[config.mk]
export PLATFORM = sky130hd
export DESIGN_NAME = i2c_log_arbiter_flat
export DESIGN_NICKNAME = d
export VERILOG_FILES = /design/src/rtl/i2c_log_if.sv /design/src/rtl/i2c_log_arbiter.sv /design/src/flat_wrapper.sv
export SDC_FILE = /design/constraint.sdc
export NUM_CORES = 1
export LEC_CHECK = 0
export CORE_ASPECT_RATIO = 0.8
export CORE_UTILIZATION = 35
export DETAILED_ROUTE_END_ITERATION = 10
export PLACE_DENSITY = 0.61
export SKIP_LAST_GASP = 1
export SLEW_MARGIN = 20
export SYNTH_ARGS = -nofsm -noshare
export SYNTH_HDL_FRONTEND = slang
export SYNTH_SLANG_ARGS = --single-unit
[constraint.sdc]
create_clock -name clk -period 4.45 [get_ports clk]
set_input_delay 0.445 -clock clk [delete_from_list [all_inputs] [get_ports clk]]
set_output_delay 0.445 -clock clk [all_outputs]
set_load 0.005 [all_outputs]
[src/rtl/i2c_log_if.sv]
// ==== i2c_log_if : producer-side and logger-side signals of the shared I2C debug logger ====
// Rev 1.0 - initial release
`timescale 1ns/1ps
`default_nettype none

interface i2c_log_if #(
    parameter int N_REQ  = 4,
    parameter int PAGE_W = 8,
    parameter int VAL_W  = 16
);
    logic [N_REQ-1:0]        req_valid;
    logic [N_REQ*PAGE_W-1:0] req_page;
    logic [N_REQ*VAL_W-1:0]  req_value;
    logic [N_REQ-1:0]        req_ready;
    logic                    log_new;
    logic [PAGE_W-1:0]       log_page;
    logic [VAL_W-1:0]        log_value;
    logic                    log_busy;
    logic [2:0]              grant_id;
    logic [15:0]             drop_cnt;
    logic [15:0]             nobusy_cnt;

    modport slave (
        input  req_valid, req_page, req_value, log_busy,
        output req_ready, log_new, log_page, log_value, grant_id, drop_cnt, nobusy_cnt
    );

    modport master (
        output req_valid, req_page, req_value, log_busy,
        input  req_ready, log_new, log_page, log_value, grant_id, drop_cnt, nobusy_cnt
    );
endinterface

`default_nettype wire

[src/rtl/i2c_log_arbiter.sv]
// ==== i2c_log_arbiter : round-robin sharing of one I2C sample logger among N_REQ producers ====
// Rev 1.0 - initial release
`timescale 1ns/1ps
`default_nettype none

module i2c_log_arbiter #(
    parameter int N_REQ     = 4,
    parameter int PAGE_W    = 8,
    parameter int VAL_W     = 16,
    parameter int BUSY_WAIT = 4
) (
    input  logic       clk,
    input  logic       ext_reset,
    i2c_log_if.slave   bus
);
    localparam int IDXW = (N_REQ <= 2) ? 1 : $clog2(N_REQ);

    typedef enum logic [1:0] {
        S_IDLE      = 2'd0,
        S_ISSUE     = 2'd1,
        S_WAIT_BUSY = 2'd2,
        S_WAIT_DONE = 2'd3
    } state_t;

    state_t            r_state, w_next;
    logic [N_REQ-1:0]  r_full;
    logic [PAGE_W-1:0] r_page  [N_REQ];
    logic [VAL_W-1:0]  r_value [N_REQ];
    logic [IDXW-1:0]   r_rr, r_sel, w_pick, w_idx;
    logic              w_found, w_timeout;
    logic [3:0]        r_wcnt;
    logic [N_REQ-1:0]  w_free, w_accept, w_drop;
    logic [3:0]        w_ndrop;
    logic [16:0]       w_drop_sum;
    logic              r_log_new;
    logic [PAGE_W-1:0] r_log_page;
    logic [VAL_W-1:0]  r_log_value;
    logic [2:0]        r_grant;
    logic [15:0]       r_drop, r_nobusy;

    // Scan downward so the full slot nearest the RR pointer wins.
    always_comb begin
        w_found = 1'b0;
        w_pick  = '0;
        w_idx   = '0;
        for (int k = N_REQ - 1; k >= 0; k--) begin
            w_idx = IDXW'((int'(r_rr) + k) % N_REQ);
            if (r_full[w_idx]) begin
                w_found = 1'b1;
                w_pick  = w_idx;
            end
        end
    end

    // A slot being issued counts as empty, so a strobe in that cycle refills it.
    always_comb begin
        w_free   = '0;
        w_accept = '0;
        w_drop   = '0;
        w_ndrop  = '0;
        for (int i = 0; i < N_REQ; i++) begin
            w_free[i]   = (r_state == S_ISSUE) && (r_sel == IDXW'(i));
            w_accept[i] = bus.req_valid[i] && (!r_full[i] || w_free[i]);
            w_drop[i]   = bus.req_valid[i] && r_full[i] && !w_free[i];
            w_ndrop     = w_ndrop + 4'(w_drop[i]);
        end
        w_drop_sum = {1'b0, r_drop} + 17'(w_ndrop);
    end

    always_comb begin
        w_next    = r_state;
        w_timeout = 1'b0;
        case (r_state)
            S_IDLE:      if (!bus.log_busy && w_found) w_next = S_ISSUE;
            S_ISSUE:     w_next = S_WAIT_BUSY;
            S_WAIT_BUSY: begin
                if (bus.log_busy) begin
                    w_next = S_WAIT_DONE;
                end else if (r_wcnt == 4'(BUSY_WAIT)) begin
                    w_timeout = 1'b1;
                    w_next    = S_IDLE;
                end
            end
            S_WAIT_DONE: if (!bus.log_busy) w_next = S_IDLE;
            default:     w_next = S_IDLE;
        endcase
    end

    always_ff @(posedge clk or negedge ext_reset) begin
        if (!ext_reset) r_state <= S_IDLE;
        else            r_state <= w_next;
    end

    always_ff @(posedge clk or negedge ext_reset) begin
        if (!ext_reset) begin
            r_full      <= '0;
            r_rr        <= '0;
            r_sel       <= '0;
            r_wcnt      <= '0;
            r_log_new   <= 1'b0;
            r_log_page  <= '0;
            r_log_value <= '0;
            r_grant     <= '0;
            r_drop      <= '0;
            r_nobusy    <= '0;
            for (int i = 0; i < N_REQ; i++) begin
                r_page[i]  <= '0;
                r_value[i] <= '0;
            end
        end else begin
            for (int i = 0; i < N_REQ; i++) begin
                if (w_accept[i]) begin
                    r_full[i]  <= 1'b1;
                    r_page[i]  <= bus.req_page[i*PAGE_W +: PAGE_W];
                    r_value[i] <= bus.req_value[i*VAL_W +: VAL_W];
                end else if (w_free[i]) begin
                    r_full[i]  <= 1'b0;
                end
            end

            r_drop <= w_drop_sum[16] ? 16'hFFFF : w_drop_sum[15:0];
            if (w_timeout && r_nobusy != 16'hFFFF) r_nobusy <= r_nobusy + 16'd1;

            if (r_state == S_IDLE && w_next == S_ISSUE) r_sel <= w_pick;

            r_log_new <= 1'b0;
            if (r_state == S_ISSUE) begin
                r_log_new   <= 1'b1;
                r_log_page  <= r_page[r_sel];
                r_log_value <= r_value[r_sel];
                r_grant     <= 3'(r_sel);
                r_rr        <= IDXW'((int'(r_sel) + 1) % N_REQ);
                r_wcnt      <= '0;
            end else if (r_state == S_WAIT_BUSY) begin
                r_wcnt      <= r_wcnt + 4'd1;
            end
        end
    end

    assign bus.req_ready  = ~r_full;
    assign bus.log_new    = r_log_new;
    assign bus.log_page   = r_log_page;
    assign bus.log_value  = r_log_value;
    assign bus.grant_id   = r_grant;
    assign bus.drop_cnt   = r_drop;
    assign bus.nobusy_cnt = r_nobusy;

endmodule

`default_nettype wire
[src/flat_wrapper.sv]
// flat-port wrapper written by rule: the top's interface ports become plain ports
module i2c_log_arbiter_flat 
#(
    parameter int N_REQ     = 4,
    parameter int PAGE_W    = 8,
    parameter int VAL_W     = 16,
    parameter int BUSY_WAIT = 4
)
  (clk, ext_reset, bus_req_valid, bus_req_page, bus_req_value, bus_log_busy, bus_req_ready, bus_log_new, bus_log_page, bus_log_value, bus_grant_id, bus_drop_cnt, bus_nobusy_cnt);
  i2c_log_if #(.N_REQ(N_REQ), .PAGE_W(PAGE_W), .VAL_W(VAL_W)) bus_i ();
  input  logic clk;
  input  logic ext_reset;
  input wire logic [$bits(bus_i.req_valid)-1:0] bus_req_valid;
  input wire logic [$bits(bus_i.req_page)-1:0] bus_req_page;
  input wire logic [$bits(bus_i.req_value)-1:0] bus_req_value;
  input wire logic [$bits(bus_i.log_busy)-1:0] bus_log_busy;
  output wire logic [$bits(bus_i.req_ready)-1:0] bus_req_ready;
  output wire logic [$bits(bus_i.log_new)-1:0] bus_log_new;
  output wire logic [$bits(bus_i.log_page)-1:0] bus_log_page;
  output wire logic [$bits(bus_i.log_value)-1:0] bus_log_value;
  output wire logic [$bits(bus_i.grant_id)-1:0] bus_grant_id;
  output wire logic [$bits(bus_i.drop_cnt)-1:0] bus_drop_cnt;
  output wire logic [$bits(bus_i.nobusy_cnt)-1:0] bus_nobusy_cnt;
  assign bus_i.req_valid = bus_req_valid;
  assign bus_i.req_page = bus_req_page;
  assign bus_i.req_value = bus_req_value;
  assign bus_i.log_busy = bus_log_busy;
  assign bus_req_ready = bus_i.req_ready;
  assign bus_log_new = bus_i.log_new;
  assign bus_log_page = bus_i.log_page;
  assign bus_log_value = bus_i.log_value;
  assign bus_grant_id = bus_i.grant_id;
  assign bus_drop_cnt = bus_i.drop_cnt;
  assign bus_nobusy_cnt = bus_i.nobusy_cnt;
  i2c_log_arbiter #(.N_REQ(N_REQ), .PAGE_W(PAGE_W), .VAL_W(VAL_W), .BUSY_WAIT(BUSY_WAIT)) u_core (.clk(clk), .ext_reset(ext_reset), .bus(bus_i));
endmodule
# After elaboration in Yosys (flattened, before gate mapping)
# Index checks and enable logic that the tools add are counted.
# totals
ff_bits,169
output_inout_bits,64
word_cells,129
# classes
eq_ne,9
n_mux,42
n_lt_le_gt_ge,5
addsub,10
reduce_logical,39
bitwise_logic,2
# op_table
cell,count
$mux W16,3
$bmux W16 S2,1
$mux W1,20
$logic_and A1 B1 Y1,19
$add A16 B4 Y17,1
$add A16 B1 Y16 const B,1
$bmux W8 S2,1
$mux W2,8
$mux W8,2
$ne A16 B16 Y1 const B,1
$lt A2 B3 Y1 const B,4
$reduce_bool A2 Y1,5
$logic_not A1 Y1,9
$add A4 B1 Y4,2
$bmux W1 S2,4
$eq A2 B2 Y1 const B,4
$mux W4,2
$pmux W2 S4,1
$eq A2 B1 Y1 const B,3
$add A2 B1 Y2 const B,2
$add A2 B2 Y2 const B,2
$add A4 B1 Y4 const B,1
$eq A4 B3 Y1 const B,1
$logic_not A2 Y1,2
other kinds (5),8

# Logic depth before layout (Yosys ltp)
# Gate-level depths: netlist (run 1).
# logic_depth
ltp_word,12
ltp_mapped,16
mapped_depth_nobuf,13

# Least setup slack after synthesis (run 1)
# Ideal clock, no wire load.
# synth_path
path_type,register to register
start,reg u_core.r_sel[1]
end,"reg u_core.r_drop[10], in the netlist u_core.bus.drop_cnt[10]"
setup_time_ps,87
synth_period_minus_slack_ps,3928
arrival_time_ps,3841
stages_incl_launch_ff,17
path_slack_ps,522
cell_sequence,dfrtp_1 buf_2 buf_1 inv_1 ha_1 a21oi_1 and2_1 ha_1 fa_1 ha_1 inv_1 fa_1 and2b_1 o2111ai_4 or3_4 buf_6 o211ai_1
# synth_between
elab_chain_len,9
# synth_lines
item,line,rtl
"start, declared",i2c_log_arbiter.sv:29,"logic [IDXW-1:0] r_rr, r_sel, w_pick, w_idx;"
"start signal, assigned",i2c_log_arbiter.sv:124,if (r_state == S_IDLE && w_next == S_ISSUE) r_sel <= w_pick;
$eq A2 B1 Y1 or $logic_not A2 Y1 (tied branches),i2c_log_arbiter.sv:62,w_free[i] = (r_state == S_ISSUE) && (r_sel == IDXW'(i));
$logic_and A1 B1 Y1,i2c_log_arbiter.sv:62,
$logic_not A1 Y1,i2c_log_arbiter.sv:64,w_drop[i] = bus.req_valid[i] && r_full[i] && !w_free[i];
$logic_and A1 B1 Y1,i2c_log_arbiter.sv:64,
$add A1 B1 Y2,i2c_log_arbiter.sv:65,w_ndrop = w_ndrop + 4'(w_drop[i]);
$add A4 B1 Y4,i2c_log_arbiter.sv:65,
$add A4 B1 Y4 *,i2c_log_arbiter.sv:65,
$add A16 B4 Y17 *,i2c_log_arbiter.sv:67,"w_drop_sum = {1'b0, r_drop} + 17'(w_ndrop);"
$mux W16 *,i2c_log_arbiter.sv:121,r_drop <= w_drop_sum[16] ? 16'hFFFF : w_drop_sum[15:0];
"end signal, assigned",i2c_log_arbiter.sv:121,
"end, declared",i2c_log_arbiter.sv:39,"logic [15:0] r_drop, r_nobusy;"
# Every way passes the cells marked *; elsewhere a longest branch is shown, timed or not.
# A chain may end at the register's enable or synchronous reset.

# Worst setup path in the final report (run 1)
# layout_path
start,reg u_core.r_state[1]
end,"reg u_core.r_drop[14], in the netlist u_core.bus.drop_cnt[14]"
# layout_between
elab_chain_len,9
# layout_lines
item,line,rtl
"start, declared",i2c_log_arbiter.sv:25,"state_t r_state, w_next;"
"start signal, assigned",i2c_log_arbiter.sv:91,else r_state <= w_next;
$eq A2 B1 Y1 *,i2c_log_arbiter.sv:62,
$logic_and A1 B1 Y1,i2c_log_arbiter.sv:62,
$logic_not A1 Y1,i2c_log_arbiter.sv:64,
$logic_and A1 B1 Y1,i2c_log_arbiter.sv:64,
$add A1 B1 Y2,i2c_log_arbiter.sv:65,
$add A4 B1 Y4,i2c_log_arbiter.sv:65,
$add A4 B1 Y4 *,i2c_log_arbiter.sv:65,
$add A16 B4 Y17 *,i2c_log_arbiter.sv:67,
$mux W16 *,i2c_log_arbiter.sv:121,
# Marks and branches as above.

==> run_results.csv, run 1 <==
group,metric,value,unit
run_status,status,"finished clean",
worst_hold_path,hp-class,"in -> async",
detailed_routing,drt_iter0_markers,273,
floorplan,initial_core_util,36.0,%
synthesis,yosysSeqAreaShare,54.3,%
synthesis,synth_area_leaders,"dfrtp_1 (54%), mux2_2 (19%), mux4_2 (6.9%), ha_1 (2.6%), inv_1 (1.1%)",
final_layout,layoutNonFillerInstCount,1041,
setup_path,ff2ff_setup_slack,0.68,ns
timing,drv_slew,0,
clock_tree,cts_resized,0,
synthesis,synth_area,0.00779,sq mm
timing,finalCriticalPeriod,3.77,ns
floorplan,io_pins,167,
setup_path,startpoint_type,"flop",
synthesis,ys_async_sr_fraction,100,%
clock_tree,htree_levels,4,
synthesis,yosys-top-cells-count,"dfrtp_1 (169), mux2_2 (132), mux4_2 (24)",
floorplan,die_w,169,um
floorplan,rows,48,
global_routing,grt_remaining_overflow,0,
place,place_hpwl,13100,um
synthesis,postSynthCellCount,559,
synthesis,synth_top_area_share,54.3,%
place,io_buffers,165,
timing,skew,0.0141,ns
detailed_routing,wl_per_cell,18.1,um
final_layout,antennaDiodeCount,0,
timing,slew_headroom,35.3,%
place,routabilityCongestion,0.797,
global_routing,antenna_found_initial,0,
detailed_routing,vias_per_cell,4.95,
clock_tree,cts_tree,"built",
pwr,ir_drop,0.000302,V
synthesis,yosys_warnings,0,
detailed_routing,route.detailed.drc,0,
synthesis,syn_avg_cell_area,13.9,sq um
synthesis,synth_edf_count,0,
global_routing,grt_max_degree,104,
pwr,powerDensity,643,mW/mm^2
setup_path,arrival,4.09,ns
global_routing,track_usage,17.4,%
pwr,cellLeakagePower,0.00436,uW
floorplan,die_h,135,um
clock_tree,clock_sinks,169,
clock_tree,postCtsSetupRepairBufs,0,
floorplan,design.core.area,0.0217,sq mm
detailed_routing,wirelength,18800,um
setup_path,path_class,"reg -> reg",
final_layout,areaGrowthSynthToFinish,32.7,%
timing,finalSetupTns,0,ns
synthesis,synth_top_area_cell,"dfrtp_1",
clock_tree,holdBufCountCts,0,
job,cap_violations,0,
setup_path,crit_path_end_kind,"flop",
global_routing,grt_pass1_vias,5605,
clock_tree,worstSkewPairLatency,0.43,ns
detailed_routing,num_vias,5149,
final_layout,fillers,1900,
detailed_routing,firstDrtPassIters,6,
floorplan,dieArea,0.0229,sq mm
clock_tree,numCtsBuffers,17,
final_layout,num-nets-final,849,
timing,rsz0062_at_grt,"false",
timing,fin_crit_sh,84.7,%
synthesis,synth.most_common_cell,"dfrtp_1",
timing,worst_slack,0.680,ns
synthesis,yosys_most_used_dff,"dfrtp_1",
timing,hold_viol,0,
clock_tree,clkSlewWorstSetupHoldPaths,0.08,ns
timing,fmax,0.265,GHz
clock_tree,clockRootBuffer,"clkbuf_16",
setup_path,crit_required,4.77,ns
final_layout,layout-drive-gt1-share,30.0,%
place,dp.cells,1009,
detailed_routing,drtAntennaViolNets,0,
clock_tree,cts_buffer_depth,2,
synthesis,ys_types,56,
global_routing,grt_pass1_wl,30300,um
timing,worstMarginPinSlew,0.970,ns
synthesis,ys_ff_latch,169,
setup_path,crit_fanout,7,
place,place_ws,0.618,ns
timing,setup_viol,0,
synthesis,synthesis.nets,680,
## where the power goes
group | switching [uW] | internal [uW]
Sequential | 419 | 2220
Combinational | 980 | 1580
Clock | 700 | 749
## cell usage in the layout, fill, tap and decap left out, drive strengths merged, types with 2 or more instances in the layout
cell / instances
nand2: 22
nor2: 12
clkdlybuf4s50: 164
o21ai: 14
nand2b: 8
a2111oi: 2
nor3b: 3
nor4: 5
fa: 2
ha: 16
buf: 11
nor2b: 2
xor2: 9
dfrtp: 169
inv: 29
clkinvlp: 2
mux4: 24
mux2: 133
a31oi: 3
nand3: 14
xnor2: 4
a21oi: 15
nand4: 7
o22ai: 3
clkbuf: 17
or2: 7
nor3: 13
clkinv: 6
and3: 2
or3: 4
and2: 5
## area by class of cell
cell class / count / area [sq um] / share of cell area, %
tap: 300 / 375 / 3.63
inverter: 22 / 82.6 / 0.798
clock inverter: 15 / 158 / 1.52
timing repair buffer: 175 / 1730 / 16.7
multi-input combinational: 343 / 3350 / 32.3
clock buffer: 17 / 425 / 4.11
sequential: 169 / 4230 / 40.9
## per-stage QoR
stage               util, %  instance area (sq um)  power [uW]  hold slack (ns)
global route           47.7                  10300        7080            0.193
global placement       45.0                   9760        5160            0.483
CTS                    47.7                  10300        6740            0.169
detailed placement     45.0                   9760        5260            0.489
finish                 47.7                  10300        6660            0.122
floorplan                 -                   7790        4290            0.149
## registers in the layout, indices dropped and copies added (netlist names)
signal,cells
u_core.r_page,32
u_core.r_full,4
u_core.r_state,2
u_core.bus.drop_cnt,16
u_core.r_wcnt,4
u_core.r_sel,2
u_core.bus.log_new,1
u_core.r_value,64
u_core.bus.nobusy_cnt,16
u_core.bus.log_value,16
u_core.bus.grant_id,2
u_core.r_rr,2
u_core.bus.log_page,8
## per-layer routing
| metal | GRT usage [%] | wire, um | vias up | share of wire, % |
|---|---|---|---|---|
| li1 | - | - | 2356 | - |
| met1 | 23.4 | 8700 | 2621 | 46 |
| met2 | 27.7 | 8810 | 157 | 47 |
| met3 | 5.52 | 1140 | 15 | 6.1 |
| met4 | 3.79 | 174 | 0 | 0.92 |
| met5 | 0 | 0 | - | 0 |
## cell families (layout without fill, tap and decap cells)
kind of cell	after synthesis	count (layout)	share of synthesized area [%]
simple gates	109	109	8.41
buf+inv	47	229	2.84
fa+ha+maj	18	18	3.08
flops	169	169	54.3
mux	157	157	26.2
compound gates	45	45	3.71
other cells	1	1	0.0481
xor+xnor	13	13	1.46
## final timing paths
kind,endpoint,start,cells after the start
max,u_core.bus.drop_cnt[14]$_DFF_PN0_,u_core.r_state[1]$_DFF_PN0_,13
min,u_core.r_page[11]$_DFFE_PN0P_,ext_reset,1
max reg2reg,u_core.bus.drop_cnt[14]$_DFF_PN0_,u_core.r_state[1]$_DFF_PN0_,13
min reg2reg,u_core.r_value[6]$_DFFE_PN0P_,u_core.r_value[6]$_DFFE_PN0P_,1
max in group asynchronous,u_core.r_value[22]$_DFFE_PN0P_,ext_reset,2
min in group clk,u_core.r_value[6]$_DFFE_PN0P_,u_core.r_value[6]$_DFFE_PN0P_,1
## critical path, cell delays in order (launching register included)
cell and delay [ns]:
dfrtp_1 0.46, inv_1 0.10, ha_2 0.21, a21oi_1 0.20, and2_1 0.16, ha_1 0.24, fa_1 0.41, ha_1 0.31
inv_1 0.06, fa_1 0.39, and2b_1 0.31, o2111ai_4 0.17, nor3_1 0.27, mux2_2 0.36
No activity file was read; power rests on OpenSTA's default activity.
==> run 2, diff against run 1 <==
==> constraint.sdc (replaced) <==
create_clock -name clk -period 3.8 [get_ports clk]
set_input_delay 0.38 -clock clk [delete_from_list [all_inputs] [get_ports clk]]
set_output_delay 0.38 -clock clk [all_outputs]
set_load 0.005 [all_outputs]
==> run 2 against run 1 <==
Against the previous run: sequential share of layout area fell by 0.48 points; count of clock-buffer cells in the layout unchanged; first-iteration DRC count is 12% higher; worst hold slack better by 0.25 ns; maximum frequency grew 5.9%; critical path depth unchanged; clock skew fell by 0.0018 ns; die area did not move; routed wire length about the same; register-to-register slack worse by 0.44 ns; highest routed layer is now met5.
==> run_results.csv, run 2 (synthesized netlist as in run 1, its figures left out) <==
group,metric,value,unit
run_status,status,"finished clean",
detailed_routing,m1WireLength,8470,um
global_routing,grt_pass1_wl,30100,um
setup_path,startpoint_type,"flop",
setup_path,crit_fanout,7,
floorplan,design.core.area,0.0217,sq mm
clock_tree,clkSlewWorstSetupHoldPaths,0.08,ns
final_layout,layout-drive-gt1-share,30.6,%
floorplan,io_pins,167,
timing,finalSetupTns,0,ns
timing,worst_slack,0.239,ns
final_layout,fillers,1935,
setup_path,ff2ff_setup_slack,0.24,ns
floorplan,dieArea,0.0229,sq mm
detailed_routing,vias_per_cell,4.94,
floorplan,die_h,135,um
floorplan,rows,48,
timing,drv_slew,0,
place,dp.cells,1012,
timing,worstMarginPinSlew,0.563,ns
timing,skew,0.0123,ns
clock_tree,clock_sinks,169,
detailed_routing,drtAntennaViolNets,0,
global_routing,grt_max_degree,106,
global_routing,grt_remaining_overflow,0,
timing,fin_crit_sh,93.7,%
worst_hold_path,hp-class,"in -> async",
timing,setup_viol,0,
timing,hold_viol,0,
place,io_buffers,165,
pwr,powerDensity,764,mW/mm^2
final_layout,layoutNonFillerInstCount,1046,
detailed_routing,wl_per_cell,18.0,um
final_layout,reg_top3,"u_core.r_value: 64 flops, u_core.r_page: 32 flops",
timing,fmax,0.281,GHz
setup_path,path_class,"reg -> reg",
final_layout,largest_reg_flops,64,
global_routing,antenna_found_initial,1,
timing,slew_headroom,62.2,%
clock_tree,numCtsBuffers,17,
clock_tree,cts_tree,"built",
place,place_ws,0.209,ns
job,cap_violations,0,
final_layout,top_register,"u_core.r_value",
setup_path,crit_required,4.12,ns
timing,finalCriticalPeriod,3.56,ns
final_layout,areaGrowthSynthToFinish,34.3,%
timing,rsz0062_at_grt,"false",
setup_path,arrival,3.88,ns
detailed_routing,route.detailed.drc,0,
global_routing,track_usage,17.4,%
detailed_routing,dr_wl_met2,8960,um
place,place_hpwl,12900,um
setup_path,crit_path_end_kind,"flop",
detailed_routing,firstDrtPassIters,4,
clock_tree,clockRootBuffer,"clkbuf_16",
pwr,ir_drop,0.000346,V
final_layout,antennaDiodeCount,0,
clock_tree,worstSkewPairLatency,0.43,ns
detailed_routing,drt_iter0_markers,307,
place,routabilityCongestion,0.812,
floorplan,die_w,169,um
clock_tree,cts_buffer_depth,2,
pwr,cellLeakagePower,0.00442,uW
detailed_routing,top_layer_used,"met5",
final_layout,num-nets-final,854,
final_layout,final_cell_mix,"dfrtp_1 (168), clkdlybuf4s50_1 (164), mux2_2 (132), mux4_2 (24)",
global_routing,grt_pass1_vias,5595,
final_layout,final_common_cell,"dfrtp_1",
detailed_routing,wirelength,18800,um
detailed_routing,met3_length,1150,um
clock_tree,htree_levels,4,
floorplan,initial_core_util,36.0,%
detailed_routing,num_vias,5167,
[run 2: changes by cell type in the layout (fill, tap and decap cells not counted), moves of 2 or more]
cell and change:
bufinv_16 +3, clkinv_8 -3, inv_6 +3, buf_4 +2
[run 2: final timing paths]
kind,cells after the start,end,start
setup / recovery,13,u_core.bus.drop_cnt[14]$_DFF_PN0_,u_core.r_state[1]$_DFF_PN0_
max in group asynchronous,4,u_core.r_value[48]$_DFFE_PN0P_,ext_reset
hold reg to reg,1,u_core.r_value[53]$_DFFE_PN0P_,u_core.r_value[53]$_DFFE_PN0P_
setup reg to reg,13,u_core.bus.drop_cnt[14]$_DFF_PN0_,u_core.r_state[1]$_DFF_PN0_
hold / removal,2,u_core.r_page[4]$_DFFE_PN0P_,ext_reset
min in group clk,1,u_core.r_value[53]$_DFFE_PN0P_,u_core.r_value[53]$_DFFE_PN0P_
[run 2: final cells by class]
cell class,instances,area (sq um),share of cell area (%)
flip-flops and latches,169,4230,40.4
multi-input cells,343,3360,32.1
repair buffers,180,1800,17.2
clock buffers,17,425,4.06
well taps,300,375,3.59
clock inverters,15,200,1.91
inverters,22,82.6,0.789
[run 2: layer usage]
metal / global-route usage [%] / vias to the layer above
met1: 22.2 / 2640
met4: 4.55 / 2
met3: 5.87 / 15
met5: 0 / -
li1: - / 2365
met2: 28.2 / 145
[run 2: power breakdown]
| group | internal, uW | leakage (uW) | switching [uW] |
|---|---|---|---|
| Combinational | 1890 | 0.00209 | 1170 |
| Clock | 1060 | 0.000302 | 797 |
| Sequential | 2600 | 0.00203 | 479 |
| Total | 5560 | 0.00442 | 2440 |
[run 2: stage by stage]
stage | utilization [%] | area (sq um) | hold WS, ns | power, uW
2_1_floorplan | - | 7800 | 0.0844 | 5030
3_3_place_gp | 45.2 | 9800 | 0.482 | 6070
3_5_place_dp | 45.2 | 9800 | 0.490 | 6200
4_1_cts | 48.1 | 10400 | 0.109 | 8090
5_1_grt | 48.3 | 10500 | 0.398 | 8490
6_report | 48.3 | 10500 | 0.375 | 8000
[run 2: timing repair]
action / 4_1_cts / 5_1_grt
hold buffers: 0 / 1
setup endpoints to repair: 0 / 12
resized for setup: 0 / 2
hold endpoints to repair: 0 / 26
setup buffers: 0 / 0
[run 2: critical path, stage by stage (launching register included)]
cell	delay [ns]
dfrtp_1	0.38
inv_1	0.10
ha_2	0.22
a21oi_1	0.10
and2_1	0.17
ha_1	0.29
fa_1	0.40
ha_1	0.32
inv_1	0.07
fa_1	0.39
and2b_1	0.26
o2111ai_4	0.18
nor3_2	0.22
mux2_2	0.35
==> run 3, diff against run 2 <==
--- a/config.mk
+++ b/config.mk
@@ -9,6 +9,7 @@
 export CORE_UTILIZATION = 35
 export DETAILED_ROUTE_END_ITERATION = 10
 export PLACE_DENSITY = 0.61
+export REMOVE_ABC_BUFFERS = 1
 export SKIP_LAST_GASP = 1
 export SLEW_MARGIN = 20
 export SYNTH_ARGS = -nofsm -noshare
==> run 3 against run 2 <==
Against the previous run: the flow now finishes with violations (hold timing); first-iteration DRC count is 12% lower; clock power decreased by 7%; maximum frequency shrank 3.2%; critical path type unchanged; register-to-register slack got worse by 0.12 ns; largest power group is now combinational logic.
==> run_results.csv, run 3 (synthesized netlist as in run 1, its figures left out) <==
group,metric,value,unit
run_status,status,"finished with violations",
run_status,violations,"hold timing",
floorplan,die_w,169,um
setup_path,cpLargestDelayFamily,"adder cells",
global_routing,grt_remaining_overflow,0,
pwr,powerDensity,762,mW/mm^2
final_layout,top_register,"u_core.r_value",
timing,worstMarginPinSlew,0.808,ns
setup_path,startpoint_type,"flop",
final_layout,layoutNonFillerInstCount,1044,
clock_tree,htree_levels,4,
final_layout,num-nets-final,851,
clock_tree,clock_sinks,169,
floorplan,rows,48,
clock_tree,holdBufCountCts,0,
final_layout,largest_reg_flops,64,
timing,finalCriticalPeriod,3.68,ns
job,cap_violations,0,
final_layout,reg_top3,"u_core.r_value: 64 flops, u_core.r_page: 32 flops",
global_routing,track_usage,17.9,%
global_routing,grt_pass1_vias,5694,
final_layout,final_common_cell,"dfrtp_1",
global_routing,grt_max_degree,87,
floorplan,initial_core_util,36.0,%
detailed_routing,vias_per_cell,5.00,
setup_path,arrival,3.99,ns
pwr,combPwrFrac,39.2,%
timing,slew_headroom,46.1,%
timing,setup_viol,0,
place,place_ws,0.0870,ns
worst_hold_path,hp-class,"in -> async",
clock_tree,clkSlewWorstSetupHoldPaths,0.07,ns
setup_path,path_class,"reg -> reg",
clock_tree,clockRootBuffer,"clkbuf_16",
clock_tree,postCtsSetupRepairBufs,0,
detailed_routing,drtAntennaViolNets,0,
detailed_routing,wl_per_cell,18.5,um
final_layout,layout-drive-gt1-share,30.3,%
global_routing,antenna_found_initial,0,
place,routabilityCongestion,0.830,
pwr,p_switching,2490,uW
floorplan,io_pins,167,
timing,fmax,0.272,GHz
clock_tree,cts_buffer_depth,2,
timing,drv_slew,0,
place,place_hpwl,13100,um
detailed_routing,num_vias,5223,
setup_path,crit_path_end_kind,"flop",
final_layout,final_cell_mix,"dfrtp_1 (168), clkdlybuf4s50_1 (164), mux2_2 (132), mux4_2 (24)",
pwr,clkPwrFrac,21.9,%
pwr,seqPwrFrac,38.9,%
timing,worst_slack,0.120,ns
timing,rsz0062_at_grt,"true",
detailed_routing,wirelength,19300,um
pwr,cellLeakagePower,0.00437,uW
global_routing,grt_pass1_wl,30900,um
setup_path,crit_fanout,8,
final_layout,finalCoreUtilization,47.9,%
floorplan,dieArea,0.0229,sq mm
pwr,swShare,31.4,%
detailed_routing,firstDrtPassIters,4,
floorplan,design.core.area,0.0217,sq mm
clock_tree,worstSkewPairLatency,0.43,ns
place,io_buffers,165,
timing,fin_crit_sh,96.8,%
pwr,ir_drop,0.000289,V
clock_tree,cts_tree,"built",
timing,skew,0.0151,ns
final_layout,areaGrowthSynthToFinish,33.4,%
timing,finalSetupTns,0,ns
floorplan,die_h,135,um
setup_path,critPathBufInv,1,
clock_tree,numCtsBuffers,17,
setup_path,slowest_delay,0.45,ns
detailed_routing,drt_iter0_markers,270,
setup_path,crit_required,4.11,ns
setup_path,worstPathCellList,"ha_4, a21oi_1, and2_1, ha_1, fa_1, ha_1, inv_1, fa_1, and2b_1, o2111ai_4, nor3_2, mux2_2",
timing,whs,-0.0301,ns
pwr,p_int,5430,uW
detailed_routing,route.detailed.drc,0,
clock_tree,cts_resized,0,
setup_path,slowest_stage,"dfrtp_1",
timing,hold_viol,13,
place,dp.cells,1011,
==> run 3: changes by cell type in the layout (fill, tap and decap cells not counted), sizes merged <==
cell,delta
buf,-2
bufinv,-2
clkinvlp,+2
clkbuf,+1
diode,+1
dlygate4sd3,-1
inv,-1
==> run 3: power groups by stage <==
stage	logic [uW]	registers (uW)	clock network, uW
after floorplan	1910	3060	0
after detailed placement	3110	3110	0
final	3110	3080	1730
after global routing	3380	3180	1850
after CTS	3150	3080	1780
after global placement	3020	3060	0
==> run 3: final timing paths <==
path,end,depth (start not counted),slack (ns),startpoint
worst max-delay path,u_core.bus.drop_cnt[14]$_DFF_PN0_,12,0.12,u_core.r_state[0]$_DFF_PN0_
worst min-delay path,u_core.r_page[8]$_DFFE_PN0P_,1,-0.03,ext_reset
worst max register to register,u_core.bus.drop_cnt[14]$_DFF_PN0_,12,0.12,u_core.r_state[0]$_DFF_PN0_
worst min register to register,u_core.r_value[22]$_DFFE_PN0P_,1,0.51,u_core.r_value[22]$_DFFE_PN0P_
max in group asynchronous,u_core.bus.log_value[3]$_DFFE_PN0P_,2,2.81,ext_reset
min in group clk,u_core.r_value[22]$_DFFE_PN0P_,1,0.51,u_core.r_value[22]$_DFFE_PN0P_
==> run 3: layer usage <==
layer  global-route usage (%)  vias up  part of all wire [%]
met4                     4.65        0                  0.94
li1                         -     2358                     -
met3                     5.14       19                   5.4
met5                        0        -                     0
met2                     28.9      142                    48
met1                     23.6     2704                    46
==> run 3: layout make-up <==
class,instances,area (sq um)
clock buffers,18,429
repair buffers,177,1760
fillers,1905,11300
well taps,300,375
inverters,22,82.6
multi-input cells,343,3370
clock inverters,14,154
flip-flops and latches,169,4230
diodes,1,2.50
==> run 3: through the flow <==
step           area, sq um  power (uW)
2_1_floorplan         7660        4970
3_3_place_gp          9790        6080
3_5_place_dp          9790        6220
4_1_cts              10400        8000
5_1_grt              10400        8410
6_report             10400        7920
==> run 3: worst reg2reg max path, stage by stage (launching register included) <==
cell       delay (ns)
dfrtp_1          0.45
ha_4             0.23
a21oi_1          0.22
and2_1           0.17
ha_1             0.24
fa_1             0.42
ha_1             0.35
inv_1            0.07
fa_1             0.41
and2b_1          0.27
o2111ai_4        0.17
nor3_2           0.22
mux2_2           0.35
